### config.mk
export PLATFORM = sky130hd
export DESIGN_NAME = res48_chunk_sender
export DESIGN_NICKNAME = d
export VERILOG_FILES = /design/src/rtl/res48_chunk_sender.sv
export SDC_FILE = /design/constraint.sdc
export NUM_CORES = 1
export LEC_CHECK = 0
export BUFFER_PORTS_ARGS = -buffer_cell sky130_fd_sc_hd__buf_2
export CAP_MARGIN = 15
export CORE_MARGIN = 8
export CORE_UTILIZATION = 25
export DETAILED_ROUTE_END_ITERATION = 16
export HOLD_SLACK_MARGIN = 0.08
export PLACE_DENSITY = 0.52
export SLEW_MARGIN = 20
export SYNTH_ARGS = -nofsm -noshare
export SYNTH_HDL_FRONTEND = slang
export SYNTH_SLANG_ARGS = --single-unit
### constraint.sdc
create_clock -name Clock -period 5.79 [get_ports Clock]
set_input_delay 1.158 -clock Clock [delete_from_list [all_inputs] [get_ports Clock]]
set_output_delay 1.158 -clock Clock [all_outputs]
set_load 0.1 [all_outputs]
### src/rtl/res48_chunk_sender.sv
// Serialises a 48-bit word MSB-first as 6-bit chunks under a valid/advance
// handshake, accumulating the word's mod-7 residue chunk by chunk.
module res48_chunk_sender #(
    parameter int N_CHUNKS = 8,
    parameter int CHUNK_W  = 6
) (
    input  logic                          Clock,
    input  logic                          Reset,
    input  logic                          Load,
    input  logic [N_CHUNKS*CHUNK_W-1:0]   Word_in,
    input  logic                          Advance,
    output logic [CHUNK_W-1:0]            D_out,
    output logic                          Valid,
    output logic                          Start,
    output logic                          Last,
    output logic                          Busy,
    output logic [2:0]                    Res_out,
    output logic                          Res_valid
);

    localparam int WORD_W = N_CHUNKS * CHUNK_W;
    localparam int CNT_W  = (N_CHUNKS > 1) ? $clog2(N_CHUNKS) : 1;

    typedef enum logic [1:0] {
        IDLE = 2'd0,
        SEND = 2'd1,
        DONE = 2'd2
    } state_t;

    // 2^3 == 1 (mod 7): summing 3-bit groups and folding preserves the residue.
    function automatic logic [2:0] mod7_chunk(input logic [CHUNK_W-1:0] c);
        logic [7:0] s;
        logic [2:0] r;
        s = 8'd0;
        for (int g = 0; g < CHUNK_W / 3; g++) begin
            s = s + {5'd0, c[3*g +: 3]};
        end
        for (int f = 0; f < 4; f++) begin
            s = {5'd0, s[2:0]} + {3'd0, s[7:3]};
        end
        if (s[2:0] == 3'd7) begin
            r = 3'd0;
        end else begin
            r = s[2:0];
        end
        return r;
    endfunction

    function automatic logic [2:0] mod7_add(input logic [2:0] a, input logic [2:0] b);
        logic [3:0] t;
        t = {1'b0, a} + {1'b0, b};
        if (t >= 4'd7) begin
            t = t - 4'd7;
        end else begin
            t = t;
        end
        return t[2:0];
    endfunction

    state_t              state_r, state_s;
    logic [WORD_W-1:0]   shift_r, shift_s;
    logic [CNT_W-1:0]    cnt_r, cnt_s;
    logic [2:0]          acc_r, acc_s;
    logic                valid_r, start_r, last_r, busy_r, res_valid_r;
    logic                valid_s, start_s, last_s, busy_s, res_valid_s;

    // Next-state, datapath and next-output decode; flags derive from the next state.
    always_comb begin
        state_s = state_r;
        shift_s = shift_r;
        cnt_s   = cnt_r;
        acc_s   = acc_r;
        case (state_r)
            IDLE: begin
                if (Load) begin
                    shift_s = Word_in;
                    cnt_s   = {CNT_W{1'b0}};
                    acc_s   = 3'd0;
                    state_s = SEND;
                end else begin
                    state_s = IDLE;
                end
            end
            SEND: begin
                if (Advance) begin
                    acc_s   = mod7_add(acc_r, mod7_chunk(shift_r[WORD_W-1 -: CHUNK_W]));
                    shift_s = shift_r << CHUNK_W;
                    cnt_s   = cnt_r + CNT_W'(1);
                    if (cnt_r == CNT_W'(N_CHUNKS - 1)) begin
                        state_s = DONE;
                    end else begin
                        state_s = SEND;
                    end
                end else begin
                    state_s = SEND;
                end
            end
            DONE: begin
                state_s = IDLE;
            end
            default: begin
                state_s = IDLE;
            end
        endcase
        valid_s     = (state_s == SEND);
        start_s     = (state_s == SEND) && (cnt_s == {CNT_W{1'b0}});
        last_s      = (state_s == SEND) && (cnt_s == CNT_W'(N_CHUNKS - 1));
        busy_s      = (state_s != IDLE);
        res_valid_s = (state_s == DONE);
    end

    // State, datapath and output registers with synchronous reset.
    always_ff @(posedge Clock) begin
        if (Reset) begin
            state_r     <= IDLE;
            shift_r     <= {WORD_W{1'b0}};
            cnt_r       <= {CNT_W{1'b0}};
            acc_r       <= 3'd0;
            valid_r     <= 1'b0;
            start_r     <= 1'b0;
            last_r      <= 1'b0;
            busy_r      <= 1'b0;
            res_valid_r <= 1'b0;
        end else begin
            state_r     <= state_s;
            shift_r     <= shift_s;
            cnt_r       <= cnt_s;
            acc_r       <= acc_s;
            valid_r     <= valid_s;
            start_r     <= start_s;
            last_r      <= last_s;
            busy_r      <= busy_s;
            res_valid_r <= res_valid_s;
        end
    end

    assign D_out     = shift_r[WORD_W-1 -: CHUNK_W];
    assign Valid     = valid_r;
    assign Start     = start_r;
    assign Last      = last_r;
    assign Busy      = busy_r;
    assign Res_out   = acc_r;
    assign Res_valid = res_valid_r;

endmodule

# [After elaboration in Yosys (flattened, before gate mapping)]
# Cells that the tools add are included.
[totals] register_bits=61 out_inout_bits=14 wordCells=50 in_bits=52
[classes] addsub=8 order_cmp=1 reduce_logical=7 muxes=17 n_eq_ne=8
[ops] operator="$mux W48" count=2
[ops] operator="$pmux W48 S2" count=1
[ops] operator="$mux W3" count=8
[ops] operator="$add A3 B1 Y4" count=3
[ops] operator="$pmux W3 S2" count=2
[ops] operator="$eq A3 B3 Y1 const B" count=3
[ops] operator="$add A3 B3 Y4" count=2
[ops] operator="$eq A2 B1 Y1 const B" count=2
[ops] operator="$ge A4 B3 Y1 const B" count=1
[ops] operator="$mux W2" count=2
[ops] operator="$ne A2 B2 Y1 const B" count=2
[ops] operator="$pmux W2 S2" count=1
[ops] operator="$reduce_bool A2 Y1" count=2
[ops] operator="$add A3 B1 Y3" count=1
[ops] operator="$add A3 B1 Y3 const B" count=1
[ops] operator="$logic_not A3 Y1" count=1
[ops] operator="$reduce_and A3 Y1" count=1
[ops] operator="$sub A3 B3 Y3 const B" count=1
[ops] operator="$eq A2 B2 Y1 const B" count=1
[ops] operator="$logic_and A1 B1 Y1" count=2
[ops] operator="$logic_not A2 Y1" count=1
[ops] operator="$mux W1" count=1

# [Logic depth before layout (Yosys ltp)]
# Gate-level depths: netlist (run 1).
[depth] depth_word=14 depth_mapped=23

# [Worst setup path before layout (run 1)]
# Ideal clock, no wire load.
[synth_path] path_kind="register to register" start="register shift_r[43]" end="register acc_r[1], in the netlist Res_out[1]" arrival_ns=4.775 setup_ns=0.118 n_path_buf=0 path_slack_ns=0.897 stages_incl_launch_ff=22 t_required_ns=5.672 path_cell_list="dfxtp_1 -> ha_1 -> a21o_1 -> a21o_1 -> ha_1 -> ha_1 -> ha_1 -> xnor3_1 -> and3_1 -> ha_1 -> ha_1 -> xnor2_1 -> xnor2_1 -> a21boi_0 -> ha_1 -> inv_1 -> fa_1 -> inv_1 -> ha_1 -> a221oi_2 -> mux2_2 -> a22o_1"
[synth_between] elab_chain_len=14
[synth_lines] element="start: declaration" line_no="61" text="logic [WORD_W-1:0] shift_r, shift_s;"
[synth_lines] element="start signal: assignment" line_no="116" text="shift_r <= {WORD_W{1'b0}};"
[synth_lines] element="start signal: assignment" line_no="126" text="shift_r <= shift_s;"
[synth_lines] element="$add A3 B3 Y4 *" line_no="36" text="s = s + {5'd0, c[3*g +: 3]};"
[synth_lines] element="$add A3 B1 Y4 * (3 in a row)" line_no="39" text="s = {5'd0, s[2:0]} + {3'd0, s[7:3]};"
[synth_lines] element="$add A3 B1 Y3 *" line_no="39"
[synth_lines] element="$eq A3 B3 Y1" line_no="41" text="if (s[2:0] == 3'd7) begin"
[synth_lines] element="$mux W3 *" line_no="41"
[synth_lines] element="$mux W3 *" line_no="85" text="if (Advance) begin"
[synth_lines] element="$mux W3 *" line_no="73" text="case (state_r)"
[synth_lines] element="$add A3 B3 Y4 *" line_no="51" text="t = {1'b0, a} + {1'b0, b};"
[synth_lines] element="$ge A4 B3 Y1 / $sub A3 B3 Y3 (equally long branches)" line_no="52, 53"
[synth_lines] element="$mux W3 *" line_no="52" text="if (t >= 4'd7) begin"
[synth_lines] element="$mux W3 *" line_no="85"
[synth_lines] element="$pmux W3 S2 *" line_no="73"
[synth_lines] element="end signal: assignment" line_no="128" text="acc_r <= acc_s;"
[synth_lines] element="end: declaration" line_no="63" text="logic [2:0] acc_r, acc_s;"
# Mark *: on every way between the ends. The rest lies on a longest branch, timed or not. The select of a mux whose other input is x is not followed.
# A chain may end at the register's enable or synchronous reset.

# [Worst setup path after layout (run 1)]
# Same ends and word-level chain as after synthesis.

==> impl_metrics.ini, run 1 <==
[synth]
ys_types = 35
synth.area.top_cells = dfxtp_1 40%, mux2i_1 14%, a211oi_1 7.8%
synth_top_area_share_pct = 39.55
synth_cells = 298
synth-edff-count = 0
ys_ff_latch = 61
syn_avg_cell_area_um2 = 10.36
yosysMostFrequentCell = dfxtp_1
yosys_warnings = 0
syn-cell-area_mm2 = 0.003088
synth_nets = 369
async_flop_share_pct = 0
yosysSeqAreaShare_pct = 39.55
ys_top_cells_by_count = 61 x dfxtp_1, 44 x nor2_1, 42 x mux2i_1
yosys.area.top_type = dfxtp_1
ys.flop_type = dfxtp_1

[layout]
num-nets-final = 423
drive_gt1_share_pct = 29.13
antenna_cells = 0
multi_input_area_mm2 = 0.001672
final.fill_count = 1258
area_growth_pct = 22.49
ff_latch_area_mm2 = 0.001221

[worst_setup_path]
path_common_cell = ha_1
crit_path_max_incr_delay_ps = 480
path_max_fanout = 4
cp_slowest_cell = fa_1
critPathKind = flip-flop to flip-flop
cp_cell_sequence = ha_1 > a21o_1 > a21o_1 > ha_1 > nand2_1 > nor2_1 > ha_1 > ha_1 > xnor3_1 > and3_1 > ha_1 > ha_1 > xnor2_1 > xnor2_1 > a21boi_0 > ha_1 > inv_1 > fa_1 > inv_1 > ha_1 > a221oi_2 > mux2_2 > a22o_1
worst_setup_path_start_kind = flip-flop
endpoint_kind = flip-flop
worst_ep_required_time_ps = 6000
arrival_ps = 5410

[global_routing]
grt_pass1_wl_um = 11760
grt_pass1_vias = 2402
grt-ovfl-total = 0
antenna_found_initial = 0
grt_max_degree = 52
grt_util_all_layers_pct = 9.076

[sta]
setup_violations = 0
fmax_ghz = 0.1924
final_max_slew_viol_count = 0
fin_skew_ps = 7.704
rsz0062_at_grt = no
max_slew_margin_pct = 54.23
tightest_slew_ps = 681.3
fin_setup_tns_ps = 0
layout_min_cycle_time_ps = 5197
hold_viol = 0
fin_crit_sh_pct = 89.76

[run_status]
status = complete, no violations

[route]
highest_layer = met4
wl_um = 7170
avgViaCountPerCell = 4.335
drt-pass1-iter-count = 4
wl_met1_um = 3495
wl_met2_um = 3168
drc = 0
route.vias.total = 2276
wire_per_inst_um = 13.66
met3_length_um = 425
antenna_left = 0
drt_iter0_markers = 59

[min_path]
hp-class = flip-flop to flip-flop

[clocking]
clockBufferDepth = 2
clk_latency_ps = 330
cts_tree = built
clock-sinks = 61
postCtsHoldBufs = 0
post-cts-setup-buffer-count = 0
clockRootBuffer = clkbuf_16
ctsResizeCount = 0
h-tree-depth = 3
cts_made_buffers = 9
clk_pin_slew_ps = 50

[power_and_ir_drop]
seq_power_share_pct = 37.0
power.share.clock_pct = 41.9
pwr-share-comb_pct = 21.1
total_power_uw = 1286
p_sw_share_pct = 29.86
ir_worst_vdd_uv = 100.6
p_leak_uw = 0.001781
p_sw_uw = 383.9
power_density_mw_per_mm2 = 340.0
power.internal_uw = 902.0

[floorplanning]
io_pins = 66
die_y_um = 127.1
dieArea_mm2 = 0.01616
start_util_pct = 25.60
core_mm2 = 0.01206
placement_rows = 40
die_w_um = 127.1

[job]
maxCapViolations = 0

[placement]
port_buffers = 65
place.gp.congestion = 0.6829
dp_hpwl_um = 5240
flip-flops by register name (all words and copies together) (netlist names):
name and flops:
Valid 1, Res_valid 1, shift_r 48, cnt_r 3, Last 1, state_r 2
Start 1, Busy 1, Res_out 3
worst paths after layout:
kind / slack [ps] / depth (start not counted) / endpoint / start
worst min-delay path: 480 / 1 / shift_r[1] / shift_r[1]
worst min register to register: 480 / 1 / shift_r[1] / shift_r[1]
worst max-delay path: 590 / 23 / Res_out[1] / shift_r[43]
worst max register to register: 590 / 23 / Res_out[1] / shift_r[43]
cells in the final DEF, fill, tap and decap left out:
| cell type | n |
|---|---|
| ha_1 | 17 |
| dfxtp_1 | 61 |
| nand2b_1 | 3 |
| nor3_1 | 5 |
| buf_4 | 4 |
| nand3_1 | 1 |
| and3_1 | 2 |
| a21o_1 | 3 |
| bufinv_16 | 1 |
| fa_1 | 2 |
| clkbuf_8 | 1 |
| nor2b_1 | 4 |
| or2_1 | 1 |
| clkinvlp_4 | 3 |
| xnor3_1 | 1 |
| a21oi_4 | 1 |
| xnor2_2 | 1 |
| a221oi_2 | 1 |
| mux2i_1 | 42 |
| mux2_2 | 2 |
| nor2_2 | 1 |
| a21boi_0 | 2 |
| buf_2 | 65 |
| nand2b_2 | 1 |
| nor4_2 | 1 |
| inv_1 | 6 |
| a22o_1 | 14 |
| a21bo_2 | 1 |
| clkbuf_16 | 9 |
| clkinv_2 | 2 |
| nor2_1 | 44 |
| nand2_1 | 4 |
| o21ai_0 | 1 |
| a21boi_1 | 1 |
| a21oi_1 | 1 |
| a211oi_1 | 32 |
| and4_1 | 1 |
| xnor2_1 | 5 |
| a211oi_2 | 10 |
kinds of logic (layout without fill, tap and decap cells):
group           count (synthesis)  in the layout  synth area share [%]
buf+inv                        32             91                 6.645
fa+ha+maj                      19             19                 8.185
simple gates                   68             68                 9.927
mux                            44             44                 14.34
flops                          61             61                 39.55
xor+xnor                        7              7                 2.674
compound gates                 67             67                 18.68
layout make-up:
cell class | instances | share of cell area [%]
multi-input cells | 205 | 44.19
flip-flops and latches | 61 | 32.29
repair buffers | 69 | 9.395
clock buffers | 10 | 6.318
well taps | 168 | 5.557
clock inverters | 6 | 1.654
inverters | 6 | 0.5954
routing by layer:
metal  vias to the layer above  global-route usage [%]
met5                         -                       0
met4                         0                   3.149
met3                         7                   3.577
met2                        54                   14.11
met1                      1026                   11.15
li1                       1189                       -
power groups by stage:
stage	clock network, µW	logic (µW)	registers, µW
after CTS	553	276	477
after global placement	0	269	485
after detailed placement	0	275	486
after global routing	575	300	481
final	539	271	476
after floorplan	0	206	503
worst max-delay path: cells and delay by family, from the launching register on:
family                   cells  cell delay, ps
AND/OR/NAND/NOR              3             300
buffers and inverters        2             100
AO/OA/AOI/OAI                5            1080
flip-flops                   1             400
XOR/XNOR                     3             650
adder cells (fa/ha/maj)      9            2170
multiplexers                 1             380
through the flow:
step	hold slack [ps]	area [µm²]	setup WS [ps]	cells	utilization, %
after floorplan	448.6	3088	897.4	298	-
after global placement	461.3	3481	789.9	509	28.86
after global routing	498.2	3782	311.5	525	31.36
final	476.9	3782	592.9	525	31.36
after CTS	480.4	3782	560.4	525	31.36
after detailed placement	467.4	3481	577.8	509	28.86
Power figures use the tool's default switching activity.
==> run 2, diff against run 1 <==
MAX_ROUTING_LAYER = met4   (was default)
clock period = 5.3 ns   (was 5.79 ns; I/O delays follow)
==> run 2 against run 1 <==
- via count fell by 0.88%
- total power grew 8.7%
- sequential cell count stayed put
- routed wire length grew 0.26%
- worst hold slack is essentially flat
- clock power is 7.1% higher
- global-route usage increased by 0.47 points
- final cell count is the same
- largest cell class unchanged
- highest routed layer unchanged
==> impl_metrics.ini, run 2 (synthesized netlist as in run 1, its figures left out) <==
[power_and_ir_drop]
p_leak_uw = 0.001789
power.internal_uw = 989.3
p_sw_uw = 408.2
power_density_mw_per_mm2 = 369.0
power.share.clock_pct = 41.3
p_sw_share_pct = 29.21
pwr-share-comb_pct = 21.5
ir_worst_vdd_uv = 142.9
seq_power_share_pct = 37.3

[layout]
area_growth_pct = 22.65
largest_reg_flops = 48
final_cell_mix = 65 x buf_2, 59 x dfxtp_1, 44 x nor2_1
final.fill_count = 1279
drive_gt1_share_pct = 29.69
antenna_cells = 0
layout_commonest_cell = buf_2
largest_register = shift_r
num-nets-final = 423

[route]
antenna_left = 0
drt_iter0_markers = 65
drt-pass1-iter-count = 4
wl_um = 7189
drc = 0
route.vias.total = 2256
wire_per_inst_um = 13.69
avgViaCountPerCell = 4.297

[clocking]
cts_made_buffers = 9
cts_tree = built
clockBufferDepth = 2
clk_latency_ps = 330
clockRootBuffer = clkbuf_16
clock-sinks = 61
clk_pin_slew_ps = 50
ctsResizeCount = 0
postCtsHoldBufs = 0
h-tree-depth = 3
post-cts-setup-buffer-count = 0

[worst_setup_path]
path_common_cell = ha_1
crit_path_max_incr_delay_ps = 470
worst_setup_path_start_kind = flip-flop
cp_cell_sequence = ha_1 > a21o_1 > a21o_1 > ha_1 > ha_1 > xnor2_1 > and3_1 > ha_1 > and3_1 > ha_1 > ha_1 > xnor2_2 > xnor2_1 > a21boi_1 > ha_2 > inv_1 > fa_1 > inv_1 > ha_1 > a221oi_2 > mux2_2 > a22o_1
crit_buf_inv = 2
cp_slowest_cell = fa_1
arrival_ps = 5190
critPathKind = flip-flop to flip-flop
path_max_fanout = 4
worst_ep_required_time_ps = 5520
endpoint_kind = flip-flop
critical_path.top_delay_family = adder cells

[placement]
dp_hpwl_um = 5301
port_buffers = 65
place.gp.congestion = 0.6867

[global_routing]
grt_pass1_vias = 2434
antenna_found_initial = 0
grt_pass1_wl_um = 11970
grt_util_all_layers_pct = 9.548
grt-ovfl-total = 0
grt_max_degree = 34

[floorplanning]
die_w_um = 127.1
dieArea_mm2 = 0.01616
start_util_pct = 25.60
die_y_um = 127.1
io_pins = 66
core_mm2 = 0.01206
placement_rows = 40

[sta]
fin_setup_tns_ps = 0
hold_viol = 0
tightest_slew_ps = 691.1
hold_slack_ps = 476.9
rsz0062_at_grt = no
final_max_slew_viol_count = 0
layout_min_cycle_time_ps = 4970
max_slew_margin_pct = 53.57
fmax_ghz = 0.2012
fin_crit_sh_pct = 93.77
setup_violations = 0
fin_skew_ps = 5.089

[job]
maxCapViolations = 0

[run_status]
status = complete, no violations

[min_path]
hp-class = flip-flop to flip-flop
## run 2: cell types whose count changed in the layout (fill, tap and decap cells not counted), sizes merged
cell,delta
clkinvlp,-2
clkbuf,+2
## run 2: area by class of cell
cell class / count / area (µm²) / area share [%]
clock buffers: 12 / 246.5 / 6.508
clock inverters: 4 / 47.55 / 1.255
inverters: 6 / 22.52 / 0.5946
multi-input cells: 205 / 1682 / 44.40
flip-flops and latches: 61 / 1224 / 32.31
well taps: 168 / 210.2 / 5.550
repair buffers: 69 / 355.3 / 9.382
## run 2: worst paths after layout
kind / start / cells past startpoint / endpoint / slack, ps
setup / recovery: shift_r[43] / 22 / Res_out[1] / 330
hold / removal: shift_r[1] / 1 / shift_r[1] / 480
setup reg to reg: shift_r[43] / 22 / Res_out[1] / 330
hold reg to reg: shift_r[1] / 1 / shift_r[1] / 480
## run 2: layer usage
| layer | wire (µm) | share of wire (%) | vias up | global-route usage [%] |
|---|---|---|---|---|
| li1 | - | - | 1186 | - |
| met4 | 99 | 1.4 | 0 | 3.779 |
| met1 | 3562 | 50 | 1009 | 11.58 |
| met2 | 3170 | 44 | 52 | 14.21 |
| met5 | 0 | 0 | - | - |
| met3 | 357 | 5.0 | 9 | 3.369 |
## run 2: power groups by stage
stage	Combinational, µW	Sequential (µW)	Clock (µW)
5_1_grt	333	526	619
3_5_place_dp	300	531	0
3_3_place_gp	295	529	0
2_1_floorplan	225	549	0
4_1_cts	302	521	598
6_report	300	521	577
## run 2: worst reg2reg max path, stage by stage, from the launching register on
cell and delay, ps:
dfxtp_2 340, ha_1 290, a21o_1 180, a21o_1 180, ha_1 210, ha_1 210, xnor2_1 130, and3_1 190
ha_1 210, and3_1 170, ha_1 190, ha_1 210, xnor2_2 140, xnor2_1 170, a21boi_1 150, ha_2 190
inv_1 50, fa_1 470, inv_1 50, ha_1 230, a221oi_2 310, mux2_2 380, a22o_1 190
## run 2: metrics by stage
stage                     total power, µW  instances  utilization (%)  setup slack (ps)  cell area [µm²]
after detailed placement            831.1        509            28.86             90.37             3481
after global routing                 1478        525            31.40             70.41             3787
final                                1397        525            31.40             330.2             3787
after CTS                            1420        525            31.30             75.96             3775
after floorplan                     774.1        298                -             407.4             3088
after global placement              824.2        509            28.86             298.0             3481
==> run 3, diff against run 2 <==
MAX_ROUTING_LAYER = default   (was met4)
==> run 3 against run 2 <==
- clock skew shrank 1.2 ps
- worst hold slack hardly changed
- clock power about the same
- utilization did not move
- sequential cell count stayed put
- total power barely moved
- first-iteration DRC count is 1.5% higher
- critical path type unchanged
==> impl_metrics.ini, run 3 (synthesized netlist as in run 1, its figures left out) <==
[run_status]
status = complete, no violations

[clocking]
cts_made_buffers = 9
cts_tree = built
clk_pin_slew_ps = 50
clockRootBuffer = clkbuf_16
clk_latency_ps = 330
h-tree-depth = 3
clockBufferDepth = 2
post-cts-setup-buffer-count = 0
clock-sinks = 61

[floorplanning]
die_w_um = 127.1
dieArea_mm2 = 0.01616
placement_rows = 40
start_util_pct = 25.60
core_mm2 = 0.01206
die_y_um = 127.1
io_pins = 66

[sta]
setup_ws_ps = 330.2
fin_crit_sh_pct = 93.77
final_max_slew_viol_count = 0
max_slew_margin_pct = 54.07
fmax_ghz = 0.2012
rsz0062_at_grt = no
fin_skew_ps = 3.885
setup_violations = 0
hold_viol = 0
tightest_slew_ps = 683.7
layout_min_cycle_time_ps = 4970
fin_setup_tns_ps = 0

[placement]
place.gp.congestion = 0.6798
dp_hpwl_um = 5301
placed_area_mm2 = 0.003481
place_ws_ps = 90.37
port_buffers = 65

[power_and_ir_drop]
total_power_uw = 1398
ir_worst_vdd_uv = 142.8
power_density_mw_per_mm2 = 369.0
p_leak_uw = 0.001789

[global_routing]
grt_pass1_wl_um = 11970
grt_util_all_layers_pct = 9.282
grt-ovfl-total = 0
grt_max_degree = 34
grt_pass1_vias = 2435
antenna_found_initial = 0

[worst_setup_path]
critPathKind = flip-flop to flip-flop
endpoint_kind = flip-flop
worst_ep_required_time_ps = 5520
r2r_slack_ps = 330
arrival_ps = 5190
worst_setup_path_start_kind = flip-flop
path_max_fanout = 4

[route]
wire_per_inst_um = 13.69
highest_layer = met4
drt_iter0_markers = 66
wl_met1_um = 3481
met3_length_um = 434
antenna_left = 0
drt-pass1-iter-count = 4
drc = 0
avgViaCountPerCell = 4.309
wl_um = 7186
wl_met2_um = 3160
route.vias.total = 2262

[layout]
largest_register = shift_r
final_cell_mix = 65 x buf_2, 59 x dfxtp_1, 44 x nor2_1
largest_reg_flops = 48
final.fill_count = 1279
antenna_cells = 0
area_growth_pct = 22.65
num-nets-final = 423
drive_gt1_share_pct = 29.69
layout_commonest_cell = buf_2
final_area_mm2 = 0.003787

[min_path]
hp-class = flip-flop to flip-flop

[job]
maxCapViolations = 0
[run 3: cell counts in the layout (fill, tap and decap cells not counted)]
No cell type changed its count.
[run 3: timing repair]
action / 4_1_cts / 5_1_grt
gates resized for setup: 0 / 5
endpoints found under the setup margin: 0 / 1
hold buffers: 0 / 0
[run 3: worst max-delay path, stage by stage (launching register included)]
cell      delay [ps]
dfxtp_2          340
ha_1             290
a21o_1           180
a21o_1           180
ha_1             210
ha_1             210
xnor2_1          130
and3_1           190
ha_1             210
and3_1           170
ha_1             190
ha_1             210
xnor2_2          140
xnor2_1          170
a21boi_1         150
ha_2             190
inv_1             50
fa_1             470
inv_1             50
ha_1             230
a221oi_2         310
mux2_2           380
a22o_1           190
[run 3: final timing paths]
kind,start,endpoint,depth (start not counted)
max,shift_r[43],Res_out[1],22
min,shift_r[1],shift_r[1],1
max reg2reg,shift_r[43],Res_out[1],22
min reg2reg,shift_r[1],shift_r[1],1
[run 3: through the flow]
step                      utilization (%)  hold WS [ps]  instances
after CTS                           31.30         479.8        525
after detailed placement            28.86         465.1        509
after global placement              28.86         462.0        509
after floorplan                         -         448.6        298
after global routing                31.40         494.9        525
final                               31.40         476.9        525
[run 3: metal layers]
metal | up-vias | GRT usage, %
met5 | - | 0
met4 | 0 | 3.779
met3 | 13 | 3.785
met2 | 51 | 14.24
met1 | 1014 | 11.28
li1 | 1184 | -
[run 3: cell type report]
type	count	area, µm²	share of cell area, %
Inverter	6	22.52	0.5946
Clock buffer	12	246.5	6.508
Clock inverter	4	47.55	1.255
Tap cell	168	210.2	5.550
Multi-Input combinational cell	205	1682	44.40
Timing Repair Buffer	69	355.3	9.382
Sequential cell	61	1224	32.31
[run 3: power by group]
| group | switching [µW] | total [µW] | leakage [µW] | internal (µW) |
|---|---|---|---|---|
| sequential | 22.3 | 521 | 0.000505 | 498 |
| combinational | 184 | 300 | 0.00114 | 116 |
| clock | 202 | 577 | 0.000143 | 375 |
